`src/rtl/mem_access_unit_if.sv`:
```
// -----------------------------------------------------------------------------
// mem_access_unit_if
// Split-handshake data bus between the memory access unit (master) and the
// data memory / cache (slave).
//
//   data_req      master->slave  request valid
//   data_wr       master->slave  1 = store, 0 = load
//   data_size     master->slave  0 byte, 1 half, 2 word
//   data_addr     master->slave  byte address (unmodified)
//   data_wstrb    master->slave  byte-lane write strobes
//   data_wdata    master->slave  lane-replicated store data
//   data_addr_ok  slave->master  request accepted this cycle
//   data_data_ok  slave->master  read data / write ack valid this cycle
//   data_rdata    slave->master  read data
//
// Handshake: a request transfers in a cycle where data_req && data_addr_ok.
// The response for an accepted request is a single-cycle data_data_ok pulse,
// which may coincide with data_addr_ok or arrive any number of cycles later.
// -----------------------------------------------------------------------------
interface mem_access_unit_if #(
    parameter int ADDR_W = 32
);
    logic              data_req;
    logic              data_wr;
    logic [1:0]        data_size;
    logic [ADDR_W-1:0] data_addr;
    logic [3:0]        data_wstrb;
    logic [31:0]       data_wdata;
    logic              data_addr_ok;
    logic              data_data_ok;
    logic [31:0]       data_rdata;

    modport master (
        output data_req, data_wr, data_size, data_addr, data_wstrb, data_wdata,
        input  data_addr_ok, data_data_ok, data_rdata
    );

    modport slave (
        input  data_req, data_wr, data_size, data_addr, data_wstrb, data_wdata,
        output data_addr_ok, data_data_ok, data_rdata
    );
endinterface

```
`src/rtl/mem_access_unit.sv`:
```
// -----------------------------------------------------------------------------
// mem_access_unit
// Memory stage between EX and WB. Accepts one op at a time from EX, checks
// alignment, issues the access on the split-handshake data bus, extracts and
// extends sub-word load data, encodes store strobes/data and hands a single
// result (or exception with fault address) to WB. A watchdog converts a
// missing data response into a bus-error exception.
//
// Ports:
//   clk, rst            clock, asynchronous active-high reset
//   flush               pipeline flush, highest priority
//   in_valid/in_ready   EX -> unit op handshake
//   in_op/in_addr/in_wdata/in_rf_we/in_rf_waddr   op fields from EX
//   bus                 data bus (master side)
//   out_valid/out_ready unit -> WB result handshake
//   out_rf_we/out_rf_waddr/out_rf_wdata           register write-back
//   out_exc/out_badvaddr                          exception code and address
//   dbg_state           current FSM state (IDLE=0, REQ=1, WAIT=2, RESP=3)
//
// Valid/ready: a transfer happens in a cycle where valid && ready are both
// high at the rising clock edge; the sender holds its payload stable while
// valid is high and ready is low. in_ready and out_valid never depend on
// in_valid or out_ready combinationally.
// -----------------------------------------------------------------------------
module mem_access_unit #(
    parameter int         ADDR_W   = 32,
    parameter int         TIMEOUT  = 255,
    parameter logic [4:0] EXC_ADEL = 5'h04,
    parameter logic [4:0] EXC_ADES = 5'h05,
    parameter logic [4:0] EXC_DBE  = 5'h07
) (
    input  logic              clk,
    input  logic              rst,
    input  logic              flush,

    input  logic              in_valid,
    output logic              in_ready,
    input  logic [3:0]        in_op,
    input  logic [ADDR_W-1:0] in_addr,
    input  logic [31:0]       in_wdata,
    input  logic              in_rf_we,
    input  logic [4:0]        in_rf_waddr,

    mem_access_unit_if.master bus,

    output logic              out_valid,
    input  logic              out_ready,
    output logic              out_rf_we,
    output logic [4:0]        out_rf_waddr,
    output logic [31:0]       out_rf_wdata,
    output logic [4:0]        out_exc,
    output logic [ADDR_W-1:0] out_badvaddr,

    output logic [1:0]        dbg_state
);

    localparam logic [3:0] OP_NONE = 4'd0;
    localparam logic [3:0] OP_LW   = 4'd1;
    localparam logic [3:0] OP_LH   = 4'd2;
    localparam logic [3:0] OP_LHU  = 4'd3;
    localparam logic [3:0] OP_LB   = 4'd4;
    localparam logic [3:0] OP_LBU  = 4'd5;
    localparam logic [3:0] OP_SW   = 4'd6;
    localparam logic [3:0] OP_SH   = 4'd7;
    localparam logic [3:0] OP_SB   = 4'd8;

    localparam int WD_W = (TIMEOUT < 2) ? 1 : $clog2(TIMEOUT + 1);

    typedef enum logic [1:0] {
        S_IDLE = 2'd0,
        S_REQ  = 2'd1,
        S_WAIT = 2'd2,
        S_RESP = 2'd3
    } state_t;

    // ------------------------------------------------------------------
    // Op decode helpers
    // ------------------------------------------------------------------
    function automatic logic op_is_load(input logic [3:0] op);
        return (op == OP_LW) || (op == OP_LH) || (op == OP_LHU) ||
               (op == OP_LB) || (op == OP_LBU);
    endfunction

    function automatic logic op_is_store(input logic [3:0] op);
        return (op == OP_SW) || (op == OP_SH) || (op == OP_SB);
    endfunction

    function automatic logic [1:0] op_size(input logic [3:0] op);
        case (op)
            OP_LW, OP_SW:         return 2'd2;
            OP_LH, OP_LHU, OP_SH: return 2'd1;
            default:              return 2'd0;
        endcase
    endfunction

    function automatic logic op_misaligned(input logic [3:0] op, input logic [1:0] lo);
        case (op)
            OP_LW, OP_SW:         return lo != 2'b00;
            OP_LH, OP_LHU, OP_SH: return lo[0];
            default:              return 1'b0;
        endcase
    endfunction

    // Little-endian lane select followed by sign/zero extension.
    function automatic logic [31:0] load_extract(input logic [3:0] op, input logic [1:0] lo,
                                                 input logic [31:0] rdata);
        logic [7:0]  b;
        logic [15:0] h;
        case (lo)
            2'd0:    b = rdata[7:0];
            2'd1:    b = rdata[15:8];
            2'd2:    b = rdata[23:16];
            default: b = rdata[31:24];
        endcase
        h = lo[1] ? rdata[31:16] : rdata[15:0];
        case (op)
            OP_LB:   return {{24{b[7]}}, b};
            OP_LBU:  return {24'h0, b};
            OP_LH:   return {{16{h[15]}}, h};
            OP_LHU:  return {16'h0, h};
            default: return rdata;
        endcase
    endfunction

    function automatic logic [3:0] store_strb(input logic [3:0] op, input logic [1:0] lo);
        case (op)
            OP_SB:   return 4'b0001 << lo;
            OP_SH:   return 4'b0011 << lo;
            OP_SW:   return 4'b1111;
            default: return 4'b0000;
        endcase
    endfunction

    function automatic logic [31:0] store_data(input logic [3:0] op, input logic [31:0] wd);
        case (op)
            OP_SB:   return {4{wd[7:0]}};
            OP_SH:   return {2{wd[15:0]}};
            OP_SW:   return wd;
            default: return 32'h0;
        endcase
    endfunction

    // ------------------------------------------------------------------
    // State
    // ------------------------------------------------------------------
    state_t            state_q, state_d;
    logic              orphan_q, orphan_d;   // one outstanding response to discard
    logic [WD_W-1:0]   wd_q, wd_d;

    logic [3:0]        op_q, op_d;
    logic [ADDR_W-1:0] addr_q, addr_d;
    logic [31:0]       wdata_q, wdata_d;
    logic              rf_we_q, rf_we_d;
    logic [4:0]        rf_waddr_q, rf_waddr_d;

    logic              res_we_q, res_we_d;
    logic [31:0]       res_wdata_q, res_wdata_d;
    logic [4:0]        res_exc_q, res_exc_d;
    logic [ADDR_W-1:0] res_bad_q, res_bad_d;

    logic              accept;
    logic              req_active;
    logic              bus_fire;
    logic              capture;

    assign in_ready   = (state_q == S_IDLE) && !flush && !rst;
    assign accept     = in_valid && in_ready;
    // An orphaned response must drain before a new request goes out, so the
    // next data_ok can be attributed unambiguously.
    assign req_active = (state_q == S_REQ) && !orphan_q;
    assign bus_fire   = req_active && bus.data_addr_ok;

    always_ff @(posedge clk or posedge rst) begin
        if (rst) begin
            state_q     <= S_IDLE;
            orphan_q    <= 1'b0;
            wd_q        <= '0;
            op_q        <= OP_NONE;
            addr_q      <= '0;
            wdata_q     <= '0;
            rf_we_q     <= 1'b0;
            rf_waddr_q  <= '0;
            res_we_q    <= 1'b0;
            res_wdata_q <= '0;
            res_exc_q   <= '0;
            res_bad_q   <= '0;
        end else begin
            state_q     <= state_d;
            orphan_q    <= orphan_d;
            wd_q        <= wd_d;
            op_q        <= op_d;
            addr_q      <= addr_d;
            wdata_q     <= wdata_d;
            rf_we_q     <= rf_we_d;
            rf_waddr_q  <= rf_waddr_d;
            res_we_q    <= res_we_d;
            res_wdata_q <= res_wdata_d;
            res_exc_q   <= res_exc_d;
            res_bad_q   <= res_bad_d;
        end
    end

    always_comb begin
        state_d     = state_q;
        orphan_d    = orphan_q;
        wd_d        = wd_q;
        op_d        = op_q;
        addr_d      = addr_q;
        wdata_d     = wdata_q;
        rf_we_d     = rf_we_q;
        rf_waddr_d  = rf_waddr_q;
        res_we_d    = res_we_q;
        res_wdata_d = res_wdata_q;
        res_exc_d   = res_exc_q;
        res_bad_d   = res_bad_q;
        capture     = 1'b0;

        // The first data_ok after an abandoned request belongs to that request.
        if (orphan_q && bus.data_data_ok) begin
            orphan_d = 1'b0;
        end

        case (state_q)
            S_IDLE: begin
                if (accept) begin
                    op_d       = in_op;
                    addr_d     = in_addr;
                    wdata_d    = in_wdata;
                    rf_we_d    = in_rf_we;
                    rf_waddr_d = in_rf_waddr;
                    if (!op_is_load(in_op) && !op_is_store(in_op)) begin
                        res_we_d    = in_rf_we;
                        res_wdata_d = 32'(in_addr);
                        res_exc_d   = '0;
                        res_bad_d   = '0;
                        state_d     = S_RESP;
                    end else if (op_misaligned(in_op, in_addr[1:0])) begin
                        res_we_d    = 1'b0;
                        res_wdata_d = '0;
                        res_exc_d   = op_is_load(in_op) ? EXC_ADEL : EXC_ADES;
                        res_bad_d   = in_addr;
                        state_d     = S_RESP;
                    end else begin
                        state_d = S_REQ;
                    end
                end
            end

            S_REQ: begin
                if (flush) begin
                    // A request accepted this cycle without its response leaves
                    // a response in flight that must be discarded later.
                    if (bus_fire && !bus.data_data_ok) begin
                        orphan_d = 1'b1;
                    end
                    state_d = S_IDLE;
                end else if (bus_fire) begin
                    if (bus.data_data_ok) begin
                        capture = 1'b1;
                        state_d = S_RESP;
                    end else begin
                        wd_d    = '0;
                        state_d = S_WAIT;
                    end
                end
            end

            S_WAIT: begin
                wd_d = wd_q + WD_W'(1);
                if (flush) begin
                    if (!bus.data_data_ok) begin
                        orphan_d = 1'b1;
                    end
                    state_d = S_IDLE;
                end else if (bus.data_data_ok) begin
                    capture = 1'b1;
                    state_d = S_RESP;
                end else if (wd_q == WD_W'(TIMEOUT)) begin
                    res_we_d    = 1'b0;
                    res_wdata_d = '0;
                    res_exc_d   = EXC_DBE;
                    res_bad_d   = addr_q;
                    orphan_d    = 1'b1;
                    state_d     = S_RESP;
                end
            end

            S_RESP: begin
                if (flush || out_ready) begin
                    state_d = S_IDLE;
                end
            end

            default: state_d = S_IDLE;
        endcase

        if (capture) begin
            if (op_is_load(op_q)) begin
                res_we_d    = rf_we_q;
                res_wdata_d = load_extract(op_q, addr_q[1:0], bus.data_rdata);
            end else begin
                res_we_d    = 1'b0;
                res_wdata_d = '0;
            end
            res_exc_d = '0;
            res_bad_d = '0;
        end
    end

    // ------------------------------------------------------------------
    // Outputs: bus fields only carry data while a request is driven,
    // result fields only while the result is presented.
    // ------------------------------------------------------------------
    assign bus.data_req   = req_active;
    assign bus.data_wr    = req_active && op_is_store(op_q);
    assign bus.data_size  = req_active ? op_size(op_q) : 2'd0;
    assign bus.data_addr  = req_active ? addr_q : '0;
    assign bus.data_wstrb = req_active ? store_strb(op_q, addr_q[1:0]) : 4'h0;
    assign bus.data_wdata = req_active ? store_data(op_q, wdata_q) : 32'h0;

    assign out_valid    = (state_q == S_RESP);
    assign out_rf_we    = out_valid && res_we_q;
    assign out_rf_waddr = out_valid ? rf_waddr_q : 5'd0;
    assign out_rf_wdata = out_valid ? res_wdata_q : 32'h0;
    assign out_exc      = out_valid ? res_exc_q : 5'd0;
    assign out_badvaddr = out_valid ? res_bad_q : '0;

    assign dbg_state = state_q;

endmodule

```
`src/flat_wrapper.sv`:
```
// flat-port wrapper written by rule: the top's interface ports become plain ports
module mem_access_unit_flat 
#(
    parameter int         ADDR_W   = 32,
    parameter int         TIMEOUT  = 255,
    parameter logic [4:0] EXC_ADEL = 5'h04,
    parameter logic [4:0] EXC_ADES = 5'h05,
    parameter logic [4:0] EXC_DBE  = 5'h07
)
  (clk, rst, flush, in_valid, in_ready, in_op, in_addr, in_wdata, in_rf_we, in_rf_waddr, out_valid, out_ready, out_rf_we, out_rf_waddr, out_rf_wdata, out_exc, out_badvaddr, dbg_state, bus_data_req, bus_data_wr, bus_data_size, bus_data_addr, bus_data_wstrb, bus_data_wdata, bus_data_addr_ok, bus_data_data_ok, bus_data_rdata);
  mem_access_unit_if #(.ADDR_W(ADDR_W)) bus_i ();
  input  logic clk;
  input  logic rst;
  input  logic flush;
  input  logic in_valid;
  output logic in_ready;
  input  logic [3:0] in_op;
  input  logic [ADDR_W-1:0] in_addr;
  input  logic [31:0] in_wdata;
  input  logic in_rf_we;
  input  logic [4:0] in_rf_waddr;
  output logic out_valid;
  input  logic out_ready;
  output logic out_rf_we;
  output logic [4:0] out_rf_waddr;
  output logic [31:0] out_rf_wdata;
  output logic [4:0] out_exc;
  output logic [ADDR_W-1:0] out_badvaddr;
  output logic [1:0] dbg_state;
  output wire logic [$bits(bus_i.data_req)-1:0] bus_data_req;
  output wire logic [$bits(bus_i.data_wr)-1:0] bus_data_wr;
  output wire logic [$bits(bus_i.data_size)-1:0] bus_data_size;
  output wire logic [$bits(bus_i.data_addr)-1:0] bus_data_addr;
  output wire logic [$bits(bus_i.data_wstrb)-1:0] bus_data_wstrb;
  output wire logic [$bits(bus_i.data_wdata)-1:0] bus_data_wdata;
  input wire logic [$bits(bus_i.data_addr_ok)-1:0] bus_data_addr_ok;
  input wire logic [$bits(bus_i.data_data_ok)-1:0] bus_data_data_ok;
  input wire logic [$bits(bus_i.data_rdata)-1:0] bus_data_rdata;
  assign bus_data_req = bus_i.data_req;
  assign bus_data_wr = bus_i.data_wr;
  assign bus_data_size = bus_i.data_size;
  assign bus_data_addr = bus_i.data_addr;
  assign bus_data_wstrb = bus_i.data_wstrb;
  assign bus_data_wdata = bus_i.data_wdata;
  assign bus_i.data_addr_ok = bus_data_addr_ok;
  assign bus_i.data_data_ok = bus_data_data_ok;
  assign bus_i.data_rdata = bus_data_rdata;
  mem_access_unit #(.ADDR_W(ADDR_W), .TIMEOUT(TIMEOUT), .EXC_ADEL(EXC_ADEL), .EXC_ADES(EXC_ADES), .EXC_DBE(EXC_DBE)) u_core (.clk(clk), .rst(rst), .flush(flush), .in_valid(in_valid), .in_ready(in_ready), .in_op(in_op), .in_addr(in_addr), .in_wdata(in_wdata), .in_rf_we(in_rf_we), .in_rf_waddr(in_rf_waddr), .bus(bus_i), .out_valid(out_valid), .out_ready(out_ready), .out_rf_we(out_rf_we), .out_rf_waddr(out_rf_waddr), .out_rf_wdata(out_rf_wdata), .out_exc(out_exc), .out_badvaddr(out_badvaddr), .dbg_state(dbg_state));
endmodule
```
`config.mk`:
```
export PLATFORM = sky130hd
export DESIGN_NAME = mem_access_unit_flat
export DESIGN_NICKNAME = d
export VERILOG_FILES = /design/src/rtl/mem_access_unit_if.sv /design/src/rtl/mem_access_unit.sv /design/src/flat_wrapper.sv
export SDC_FILE = /design/constraint.sdc
export NUM_CORES = 1
export LEC_CHECK = 0
export ABC_AREA = 1
export ABC_CLOCK_PERIOD_IN_PS = 5880
export CAP_MARGIN = 20
export CORE_MARGIN = 3
export CORE_UTILIZATION = 40
export DETAILED_ROUTE_END_ITERATION = 7
export DONT_BUFFER_PORTS = 1
export PLACE_DENSITY = 0.57
export SYNTH_ARGS = -nofsm -noshare
export SYNTH_HDL_FRONTEND = slang
export SYNTH_SLANG_ARGS = --single-unit
```
`constraint.sdc`:
```
create_clock -name clk -period 5.88 [get_ports clk]
set_input_delay 0.588 -clock clk [delete_from_list [all_inputs] [get_ports clk]]
set_output_delay 0.588 -clock clk [all_outputs]
set_load 0.05 [all_outputs]
```
==> run metrics, run 1 <==
RSZ-0062 raised after global routing=no; core area=0.0235 sq mm; I/O pin count=264; GR Util All Layers=23.9%; hold_buf cts=0; post-synth top area share=39.8%; wire per inst=17.6 um; worst setup path class=flop to output port; hpwl dp=21.9 mm; Clock Skew=0.0189 ns; worst hold path class=input port to async pin; Design Power=6.07 mW; Antenna Nets Post-Route=0; post-synthesis mux area share=0.702%; cts bufs inserted=17; Post-CTS Setup Bufs=0; layout cells sized above 1=5.54%; leading cell type in the layout, fill and taps excluded=nand2_1; Final min period=4.02 ns; Placed Cells=1,748; worst-skew pair later-pin latency=0.44 ns; CTS Buffer Depth=2; # diodes=0; CP most frequent cell=nand2_1; worst-path fanout max=19; Cell Area, Synth=0.00963 sq mm; Via density=5.08; non-filler instance count after layout=1,782; pwr dens=584 mW/mm^2; clock tree sinks=153; asr flop ratio synth=100%; Slew HR=25.5%; cell family with most CP delay=simple AND/OR/NAND/NOR gates; clock group share of total power=18.4%; sw frac=54.0%; post-synthesis adder-cell area fraction=0.780%; CTS H-Tree Depth=4; Pre-Repair DR Iteration Count=6; crit-path max cell delay=0.85 ns; clock input transition at the sequential cells of the worst setup and hold paths=0.07 ns; die width=161 um; Slew Limit Fails=0; Final Cycle Share=68.3%; I/O Buffers=0; status=finished clean; pin count of the biggest net entering global routing=92; initial antenna violation count=0; cts repair resizes=0; Cell variety after synth=35; most frequent cells in the layout=471 x nand2_1, 244 x nor2_1, 206 x inv_1, 153 x dfrtp_1, 109 x o21ai_0; total grt overflow=0; EDFF count, synth=0; Seq/Total Area, Yosys=39.8%; Core Rows=56; ranking of synthesized cells by area=dfrtp_1 40%, nand2_1 18%, nor2_1 9.6%; Max rail drop VDD=0.485 mV; Die H=161 um; Post-Syn Area per Cell=6.41 sq um; Syn Inst Count=1,503; fmax=249 MHz; Remaining DRCs=0; Iter 0 DRT Violations=795; first-pass GRT wire length=49.0 mm; dominant cell type by area after synthesis=dfrtp_1; die area=0.0260 sq mm; Comb pwr share=52.6%; critical path cell sequence=inv_1, nand2_1, nor2_1, nand2_1, a21boi_0, o31ai_2; Slowest-stage cell, CP=o31ai_2; Int Power=2.79 mW; Post-Route WL=31.4 mm; Primary FF master, synth=dfrtp_1; Warnings, synthesis=0; Critical path buffers and inverters=1; via count=9,050; initial core utilization=40.9%; post-route setup TNS=0 ns; main combinational cell family by area after synthesis=simple AND/OR/NAND/NOR gates; crit path DAT=3.43 ns; gpl congestion=0.861; Synth Area in Compound Gates=12.9%; Root Buffer=clkbuf_16; Pleak=5.97 nW; Seq pwr share=28.9%; max cap viols=0; Area growth syn-to-layout=7.98%; critical path required time=5.29 ns; register bit total from synthesis=153; Setup crit end kind=output port; worst hold slack=0.191 ns; CTS tree=done; Net Sw Power=3.28 mW; Post-Synth Simple-Gate Area=33.3%; count of final setup violators=0; Fin. Hold Viols=0; Startpoint Class=flop; Worst Max-Slew Pin Slew=1.12 ns; nets@finish=1,569; vias in the first global route=8,546; xor/xnor cell area share of the yosys netlist=0%
==> sequential cells by signal, summed over array words and instances, names as in the netlist <==
register            count
u_core.orphan_q         1
u_core.rf_we_q          1
u_core.res_bad_q       32
u_core.dbg_state        2
u_core.rf_waddr_q       5
u_core.addr_q          32
u_core.res_exc_q        3
u_core.res_we_q         1
u_core.wd_q             8
u_core.op_q             4
u_core.res_wdata_q     32
u_core.wdata_q         32
==> cells in the mapped netlist (2+ instances only) <==
cell,n
dfrtp_1,153
clkbuf_1,51
buf_6,7
inv_2,3
nor2_1,245
inv_1,207
nand3_2,7
buf_1,9
nand3_1,61
mux2_2,6
ha_1,6
a21oi_1,86
nand2_1,473
nor2_2,2
buf_4,2
nand4_1,4
o31ai_1,2
nor3_1,5
buf_2,18
nand2_2,2
o21ai_1,17
o21ai_0,109
o221ai_1,15
nor2_4,2
==> per-layer routing <==
layer  track usage (%)  share of wire, %
met3              6.95               8.5
met2              38.2                46
met4              6.49               1.9
met5                 0                 0
met1              31.8                43
==> through the flow <==
stage / setup slack (ns) / util [%] / cell area (sq um)
6_report: 1.86 / 44.2 / 10400
5_1_grt: 1.56 / 44.2 / 10400
4_1_cts: 1.44 / 44.0 / 10400
3_5_place_dp: 1.91 / 41.5 / 9770
3_3_place_gp: 1.92 / 41.5 / 9770
2_1_floorplan: 1.17 / - / 9630
==> power by group through the flow <==
stage	combinational (mW)	sequential [mW]	clock [mW]
CTS	3.19	1.75	1.14
global placement	3.15	1.76	0
floorplan	2.71	1.68	0
finish	3.20	1.75	1.12
global route	3.55	1.80	1.18
detailed placement	3.18	1.77	0
==> worst paths after layout <==
path	startpoint	cells after the start	to	slack, ns
max	u_core.op_q[3]	6	bus_data_wstrb[3]	1.86
min in group clk	in_addr[24]	2	u_core.addr_q[24]	0.30
min	rst	1	u_core.dbg_state[1]	0.19
max in group asynchronous	rst	2	u_core.res_bad_q[17]	4.27
min reg2reg	u_core.res_bad_q[9]	2	u_core.res_bad_q[9]	0.48
max reg2reg	u_core.dbg_state[0]	12	u_core.res_wdata_q[7]	2.06
==> layout make-up <==
| class | instances | area [sq um] |
|---|---|---|
| Fill cell | 2532 | 13100 |
| Clock buffer | 19 | 453 |
| Sequential cell | 153 | 3830 |
| Timing Repair Buffer | 15 | 145 |
| Multi-Input combinational cell | 1052 | 4640 |
| Inverter | 211 | 797 |
| Tap cell | 319 | 399 |
| Clock inverter | 13 | 135 |
==> logic make-up (layout without fill, tap and decap cells) <==
group,after synthesis,after routing
AND/OR/NAND/NOR,804,804
buffers and inverters,299,258
AO/OA/AOI/OAI,234,234
flip-flops,153,153
adder cells (fa/ha/maj),6,6
multiplexers,6,6
other,1,2
No activity file was read; power rests on OpenSTA's default activity.
==> run 2: changes to the inputs <==
- ABC_CLOCK_PERIOD_IN_PS: 5880 -> 4000
- clock period: 5.88 -> 4 ns (I/O delays scaled with it)
==> run 2 against run 1 <==
  * Non-clock buffer count up 42
  * Worst setup slack worse by 1.1 ns
  * Combinational power is 55% higher
  * Die area is the same
  * Register-to-register slack lost 1.3 ns
  * Count of clock-buffer cells in the layout grew 1
  * Largest power group unchanged
  * Utilization increased by 1.0 points
  * First-iteration DRC count decreased by 0.38%
==> run metrics, run 2 (synthesized netlist as in run 1, its figures left out) <==
status=finished clean; total grt overflow=0 (unchanged); gpl congestion=0.891 (+3.5%); Final Cycle Share=81.3%; Pre-Repair DR Iteration Count=7 (+1); most frequent cells in the layout=471 x nand2_1, 244 x nor2_1, 206 x inv_1, 153 x dfrtp_1, 109 x o21ai_0; CP Capture Point=u_core.res_bad_q[20]; critical path cell sequence=buf_4, inv_1, ha_2, inv_1, nand2_1, nand3_2, buf_4, o21ai_2, buf_4, nor2_1, nand2_1, nand2_1; CTS Buffer Depth=2 (unchanged); die width=161 um (unchanged); worst-skew pair later-pin latency=0.43 ns (about the same); worst r2r path cells=12 (unchanged); first-pass GRT wire length=49.9 mm (+1.9%); die area=0.0260 sq mm (unchanged); max cap viols=0 (unchanged); Worst Max-Slew Pin Slew=0.993 ns (-0.127 ns); Setup crit end kind=flop; Worst R2R Setup Slack=0.75 ns (-1.31 ns); Max rail drop VDD=0.568 mV (+17%); Slew HR=33.4% (+7.8 points); Design Power=8.95 mW (+47%); Storage cell area=0.00383 sq mm (unchanged); pwr dens=842 mW/mm^2 (+44%); crit-path max cell delay=0.64 ns (-0.21 ns); cts bufs inserted=17 (unchanged); Slowest-stage cell, CP=ha_2; worst-path fanout max=41 (+22); Area growth syn-to-layout=10.4%; initial antenna violation count=0 (unchanged); Pleak=6.14 nW (+2.8%); Startpoint Class=flop; Post-CTS Setup Bufs=0 (unchanged); multi-input combinational cell area=0.00464 sq mm (unchanged); clock input transition at the sequential cells of the worst setup and hold paths=0.07 ns (about the same); pin count of the biggest net entering global routing=154 (+67%); R2R Path Start=u_core.dbg_state[0]; non-filler instance count after layout=1,822 (+2.2%); I/O Buffers=0 (unchanged); # diodes=0 (unchanged); Remaining DRCs=0 (unchanged); CTS H-Tree Depth=4 (unchanged); Placed Cells=1,792 (+2.5%); Iter 0 DRT Violations=792 (-0.38%); Finished Cell Area=0.0106 sq mm (+2.3%); cts repair resizes=0 (unchanged); worst hold path class=input port to async pin; post-route setup TNS=0 ns (unchanged); crit path from=u_core.dbg_state[0]; clock tree sinks=153 (unchanged); CTS tree=done; via count=9,271 (+2.4%); I/O pin count=264 (unchanged); hold_buf cts=0 (unchanged); critical path required time=4.31 ns (-0.98 ns); Clock Skew=0.0110 ns (-0.00792 ns); Final min period=3.25 ns; crit path DAT=3.57 ns (+0.14 ns); Core Rows=56 (unchanged); worst setup path class=flop to flop; count of final setup violators=0 (unchanged); nets@finish=1,611 (+2.7%); hpwl dp=22.8 mm (+4.0%); Die H=161 um (unchanged); Fin. Hold Viols=0 (unchanged); leading cell type in the layout, fill and taps excluded=nand2_1; Post-Route WL=31.5 mm (+0.26%); fmax=307 MHz; Antenna Nets Post-Route=0 (unchanged); worst reg2reg endpoint=u_core.res_bad_q[20]; RSZ-0062 raised after global routing=no; Via density=5.09 (+0.19%); Root Buffer=clkbuf_16; wire per inst=17.3 um (-1.9%); fill count=2,617 (+3.4%); layout cells sized above 1=7.92% (+2.4 points); vias in the first global route=8,794 (+2.9%); GR Util All Layers=24.3% (+0.42 points); Placed Area=0.0101 sq mm (+3.5%); core area=0.0235 sq mm (unchanged); initial core utilization=40.9% (unchanged); Slew Limit Fails=0 (unchanged)
-- run 2: changes by cell type in the layout (fill, tap and decap cells not counted) --
cell,before,now
buf_4,12,55
clkinvlp_4,1,5
clkinv_4,4,1
inv_6,5,2
clkbuf_1,0,2
clkinv_2,1,3
inv_8,2,0
buf_8,1,0
bufinv_16,1,0
clkbuf_8,2,1
-- run 2: how the worst min path moves through the flow --
| stage | to | cells past startpoint |
|---|---|---|
| finish | u_core.dbg_state[0] | 2 |
| global route | u_core.rf_waddr_q[3] | 1 |
| CTS | u_core.wdata_q[31] | 1 |
| detailed placement | u_core.res_bad_q[11] | 2 |
| global placement | u_core.res_bad_q[14] | 2 |
| floorplan | u_core.res_bad_q[10] | 2 |
-- run 2: critical path: cells and delay by family (launching register included) --
kind            cells  cell delay, ns
fa+ha+maj           1            0.64
compound gates      1            0.34
simple gates        5            0.50
flops               1            0.36
buf+inv             5            1.25
-- run 2: routing by layer --
layer  vias to the layer above  wire, um  track usage (%)
li1                       4584         -                -
met2                       327     14500             38.4
met1                      4310     14000             33.0
met5                         -         0                0
met3                        50      2240             6.05
met4                         0       732             7.67
-- run 2: cell type report --
| class | instances | share of cell area [%] |
|---|---|---|
| inverter | 211 | 7.48 |
| clock buffer | 20 | 4.20 |
| multi-input combinational | 1052 | 43.6 |
| tap | 319 | 3.75 |
| sequential | 153 | 36.0 |
| timing repair buffer | 57 | 4.26 |
| clock inverter | 10 | 0.671 |
-- run 2: where the power goes --
group          internal [mW]  switching [mW]  leakage (nW)
Sequential              2.20           0.320          1.85
Clock                  0.804           0.680         0.245
Combinational           1.15            3.80          4.04
Total                   4.15            4.80          6.14
-- run 2: through the flow --
step	setup slack, ns	hold slack, ns	utilization (%)
6_report	0.748	0.0996	45.2
5_1_grt	0.467	0.100	45.2
4_1_cts	0.799	0.101	45.2
3_5_place_dp	0.821	0.471	43.0
3_3_place_gp	0.928	0.471	43.0
2_1_floorplan	1.15	0.446	-
